[config.mk]
export PLATFORM = sky130hd
export DESIGN_NAME = rapid_pipeline_ctrl
export DESIGN_NICKNAME = d
export VERILOG_FILES = /design/src/rtl/rapid_pipeline_ctrl.sv
export SDC_FILE = /design/constraint.sdc
export NUM_CORES = 1
export LEC_CHECK = 0
export ABC_CLOCK_PERIOD_IN_PS = 8300
export CORE_ASPECT_RATIO = 0.5
export CORE_UTILIZATION = 40
export DETAILED_ROUTE_END_ITERATION = 8
export PLACE_DENSITY = 0.79
export SKIP_LAST_GASP = 1
export SLEW_MARGIN = 20
export SYNTH_ARGS = -nofsm -noshare
export SYNTH_HDL_FRONTEND = slang
export SYNTH_SLANG_ARGS = --single-unit
[constraint.sdc]
create_clock -name i_clk -period 8.3 [get_ports i_clk]
set_clock_uncertainty 0.1 [all_clocks]
set_input_delay 2.49 -clock i_clk [delete_from_list [all_inputs] [get_ports i_clk]]
set_output_delay 2.49 -clock i_clk [all_outputs]
set_load 0.02 [all_outputs]
[src/rtl/rapid_pipeline_ctrl.sv]
// -----------------------------------------------------------------------------
// rapid_pipeline_ctrl
//
// Pipeline sequencer for the rapid multicycle CPU. It waits until every stage
// reports done (and nothing external is holding the pipe), then issues a
// one-cycle advance pulse to all stages. It also tracks which stages hold
// valid work, squashes every stage after a redirect, and runs a watchdog that
// parks the FSM in TIMEOUT when the pipe stops making progress.
//
// Parameters:
//   NUM_STAGES  number of handshaking stages (2..8); index 0 is the youngest
//   TIMEOUT_W   width of the watchdog limit and wait counter
//   CNT_W       width of the performance counters
//
// Ports:
//   i_clk            clock, all logic on its rising edge
//   i_reset_n        synchronous active-low reset
//   i_stage_done     per-stage done levels
//   i_stall_req      external hold, blocks advance
//   i_flush_req      redirect request, sampled only when advance is granted
//   i_timeout_limit  watchdog limit in wait cycles, 0 disables the watchdog
//   i_timeout_clr    leaves the TIMEOUT state
//   o_advance        one-cycle advance pulse to every stage
//   o_flush          one-cycle squash strobe, one bit per stage
//   o_stage_valid    per-stage valid bits
//   o_state          WAIT=0, ADV=1, FLUSH=2, TIMEOUT=3
//   o_timeout        high while in TIMEOUT
//   o_cycle_cnt      cycles out of reset
//   o_retire_cnt     advances that pushed valid work out of the oldest stage
//   o_stall_cnt      cycles spent in WAIT or TIMEOUT
//
// Build option:
//   RAPID_PERF_COUNTERS_EN  when defined the three performance counters are
//                           built; otherwise they read as constant 0.
// -----------------------------------------------------------------------------
module rapid_pipeline_ctrl #(
  parameter int NUM_STAGES = 3,
  parameter int TIMEOUT_W  = 16,
  parameter int CNT_W      = 32
) (
  input  logic                  i_clk,
  input  logic                  i_reset_n,
  input  logic [NUM_STAGES-1:0] i_stage_done,
  input  logic                  i_stall_req,
  input  logic                  i_flush_req,
  input  logic [TIMEOUT_W-1:0]  i_timeout_limit,
  input  logic                  i_timeout_clr,
  output logic                  o_advance,
  output logic [NUM_STAGES-1:0] o_flush,
  output logic [NUM_STAGES-1:0] o_stage_valid,
  output logic [1:0]            o_state,
  output logic                  o_timeout,
  output logic [CNT_W-1:0]      o_cycle_cnt,
  output logic [CNT_W-1:0]      o_retire_cnt,
  output logic [CNT_W-1:0]      o_stall_cnt
);

  typedef enum logic [1:0] {
    S_WAIT    = 2'd0,
    S_ADV     = 2'd1,
    S_FLUSH   = 2'd2,
    S_TIMEOUT = 2'd3
  } state_t;

  state_t                  state;
  logic [TIMEOUT_W-1:0]    wait_cnt;
  logic                    flush_q;
  logic [NUM_STAGES-1:0]   valid;
  logic                    advance_r;
  logic [NUM_STAGES-1:0]   flush_r;
  logic                    timeout_r;

  logic                    advance_go;
  logic [TIMEOUT_W-1:0]    wait_next;
  logic                    watchdog_hit;

  // Advance is only ever granted from WAIT, so a done level that lingers
  // through ADV cannot produce a second pulse.
  assign advance_go   = (state == S_WAIT) && (&i_stage_done) && !i_stall_req;
  assign wait_next    = wait_cnt + {{(TIMEOUT_W-1){1'b0}}, 1'b1};
  assign watchdog_hit = (i_timeout_limit != '0) && (wait_next == i_timeout_limit);

  always_ff @(posedge i_clk) begin
    if (!i_reset_n) begin
      state     <= S_WAIT;
      wait_cnt  <= '0;
      flush_q   <= 1'b0;
      valid     <= '0;
      advance_r <= 1'b0;
      flush_r   <= '0;
      timeout_r <= 1'b0;
    end else begin
      advance_r <= 1'b0;
      flush_r   <= '0;
      case (state)
        S_WAIT: begin
          if (advance_go) begin
            state     <= S_ADV;
            advance_r <= 1'b1;
            wait_cnt  <= '0;
            valid     <= {valid[NUM_STAGES-2:0], 1'b1};
            flush_q   <= i_flush_req;
          end else if (watchdog_hit) begin
            state     <= S_TIMEOUT;
            timeout_r <= 1'b1;
          end else begin
            wait_cnt  <= wait_next;
          end
        end
        S_ADV: begin
          flush_q <= 1'b0;
          if (flush_q) begin
            state   <= S_FLUSH;
            flush_r <= '1;
          end else begin
            state   <= S_WAIT;
          end
        end
        S_FLUSH: begin
          // Stage 0 is squashed too: its fetch belongs to the old PC.
          valid <= '0;
          state <= S_WAIT;
        end
        S_TIMEOUT: begin
          if (i_timeout_clr) begin
            state     <= S_WAIT;
            timeout_r <= 1'b0;
            wait_cnt  <= '0;
          end
        end
        default: state <= S_WAIT;
      endcase
    end
  end

  assign o_advance     = advance_r;
  assign o_flush       = flush_r;
  assign o_stage_valid = valid;
  assign o_state       = state;
  assign o_timeout     = timeout_r;

`ifdef RAPID_PERF_COUNTERS_EN
  logic [CNT_W-1:0] cycle_cnt;
  logic [CNT_W-1:0] retire_cnt;
  logic [CNT_W-1:0] stall_cnt;

  // Retirement is judged on the pre-shift oldest valid bit, i.e. the entry
  // that this advance pushes out of the pipe.
  always_ff @(posedge i_clk) begin
    if (!i_reset_n) begin
      cycle_cnt  <= '0;
      retire_cnt <= '0;
      stall_cnt  <= '0;
    end else begin
      cycle_cnt <= cycle_cnt + 1'b1;
      if (advance_go && valid[NUM_STAGES-1])
        retire_cnt <= retire_cnt + 1'b1;
      if ((state == S_WAIT) || (state == S_TIMEOUT))
        stall_cnt <= stall_cnt + 1'b1;
    end
  end

  assign o_cycle_cnt  = cycle_cnt;
  assign o_retire_cnt = retire_cnt;
  assign o_stall_cnt  = stall_cnt;
`else
  assign o_cycle_cnt  = '0;
  assign o_retire_cnt = '0;
  assign o_stall_cnt  = '0;
`endif

endmodule

==> flow_summary.ini <==
[floorplan]
io_pins = 130
initial_core_util = 0.430
die_area_um2 = 6440
rows = 19
fp.dieW_um = 112
die_h_um = 57.2
core_um2 = 5680

[routing]
dr.pass1.iters = 4
drc = 0
final_antenna_net_count = 0
drt-total-wl_um = 4550
wire_per_inst_um = 11.0
dr_total_vias = 1984
drt_iter0_drc = 166
drt-vias-per-instance = 4.78

[sta]
hold_viol_final = 0
setup_viol = 0
setup_ws_ns = 3.18
fin_crit_sh = 0.617
maxSlewViolCount = 0
fmax_ghz = 0.195
worst_pin_slew_ns = 1.09
grt_setup_unrepaired = no
maxSlewHeadroom = 0.275
timing.hold.ws_ns = 0.351
post-route-min-period_ns = 5.12
tns_ns = 0

[synthesis]
synth_top_area_frac = 0.301
synth_edf_count = 0
async_flop_share = 0
synth_seq_cells = 25
synth.area.top_cells = buf_4 30%, dfxtp_1 21%, xnor2_1 6.1%
synth_warnings = 0
yosysTopAreaCell = buf_4
syn_inst = 317
synth_area_um2 = 2440
seq_area_frac_synth = 0.205
syn_area_per_cell_um2 = 7.70
ys.flop_type = dfxtp_1
ys_types = 52

[setup_path]
r2r_start = wait_cnt[0]$_SDFFE_PN0P_
worstSetupStartpointType = input port
ff2ff_path_depth = 9
crit_fanout = 11
crit_start = i_timeout_limit[8]
arrival_ns = 5.14
endpoint_kind = flip-flop
r2r-end = wait_cnt[14]$_SDFFE_PN0P_
path_class = in -> reg
reg2reg_slack_ns = 5.02
required_ns = 8.32

[cts]
holdBufCountCts = 0
ctsResizeCount = 0
worstSkewPairLatency_ns = 0.25
cts-root-buf = clkbuf_16
cts_buffers = 3
h-tree-depth = 1
cts_tree = yes
postCtsSetupBuffers = 0
cts_buffer_depth = 2
clk_pin_slew_ns = 0.06
cts.sinks = 25

[placement]
place_worst_setup_slack_ns = 2.94
gp_congestion = 0.877
hpwl_um = 3580
dp_cells = 411
portBuffers = 33

[final_layout]
nets = 368
final_util = 0.444
final_cell_mix = 96 x conb_1, 33 x clkdlybuf4s50_1, 27 x nand2_1, 25 x dfxtp_1, 17 x xnor2_1
area_delta_synth_final_pct = 3.33
stdcell_count = 415
layout-drive-gt1-share = 0.0468
antenna_cells = 0
layout_commonest_cell = conb_1
fill_cells = 537

[pwr]
ir_worst_vdd_uv = 107
cellLeakagePower_uw = 0.00101
powerDensity_nw_per_um2 = 123

[min_path]
hold_end = o_flush[1]$_SDFF_PN0_
hold_path.class = reg -> reg
hold_path_depth = 2
hp-start = flush_q$_SDFFE_PN0P_

[global_route]
overflow = 0
grt_pass1_vias = 1572
grt_antenna_before_repair = 0
grt_start_max_net_pins = 14
grt_pass1_wl_um = 7270
gr-usage-all-layers = 0.140

[flow_run]
max_cap_violations = 0

[outcome]
outcome = complete, no violations
==> cell type report <==
| cell class | instances | area, um^2 | area share |
|---|---|---|---|
| Multi-Input combinational cell | 271 | 1480 | 0.588 |
| Tap cell | 73 | 91.3 | 0.0362 |
| Sequential cell | 25 | 500 | 0.198 |
| Timing Repair Buffer | 34 | 338 | 0.134 |
| Clock buffer | 4 | 78.8 | 0.0312 |
| Inverter | 8 | 30.0 | 0.0119 |
==> layer usage <==
metal / global-route usage / routed length [um] / vias up
li1: - / - / 961
met1: 0.185 / 2040 / 891
met2: 0.240 / 2080 / 128
met3: 0.0234 / 391 / 4
met4: 0.0343 / 39 / 0
met5: 0 / 0 / -
==> through the flow <==
step                instance area [um^2]  power (uW)
floorplan                           2800         222
global placement                    2440         207
detailed placement                  2440         207
CTS                                 2520         310
global route                        2520         323
finish                              2520         310
==> logic make-up after synthesis <==
family	count (synthesis)	synth area share
xor gates and xnor gates	23	0.0825
adders and majority gates	1	0.00512
and+or+nand+nor	103	0.229
DFF	25	0.205
other	1	0.00154
AOI/OAI and AO/OA	45	0.132
muxes	3	0.0123
buffers and inverters	116	0.333
==> how the worst max path moves through the flow <==
| stage | depth (start not counted) | endpoint | slack (ns) |
|---|---|---|---|
| final | 9 | wait_cnt[14]$_SDFFE_PN0P_ | 3.18 |
| after global routing | 9 | wait_cnt[7]$_SDFFE_PN0P_ | 3.11 |
| after CTS | 9 | wait_cnt[14]$_SDFFE_PN0P_ | 3.19 |
| after detailed placement | 9 | wait_cnt[14]$_SDFFE_PN0P_ | 2.94 |
| after global placement | 9 | wait_cnt[14]$_SDFFE_PN0P_ | 3.10 |
| after floorplan | 9 | wait_cnt[13]$_SDFFE_PN0P_ | 3.87 |
==> sequential cells by signal, indices dropped and copies added (netlist names) <==
signal and count:
wait_cnt 16, o_stage_valid 3, o_state 2, flush_q 1
o_advance 1, o_flush 1, o_timeout 1
==> worst max-delay path, cell delays in order <==
cell and delay [ns]:
clkdlybuf4s50_1 0.43, or4_1 0.54, nor4_1 0.25, a311oi_1 0.14, o22ai_1 0.24, nor4_4 0.11, and3b_2 0.24, a21oi_2 0.51
o221ai_1 0.18
==> power by group <==
group / internal [uW] / switching [uW]
clock network: 65.5 / 38.6
logic: 21.8 / 57.8
registers: 122 / 3.62
==> Yosys cell counts, drive strengths merged, types with 6 or more instances <==
library cell,n
dfxtp,25
nand2,28
inv,8
a21oi,11
buf,101
a31oi,10
nor2,14
xnor2,17
xor2,6
nand3,17
clkbuf,7
nand4,11
No activity file was read; power rests on OpenSTA's default activity.
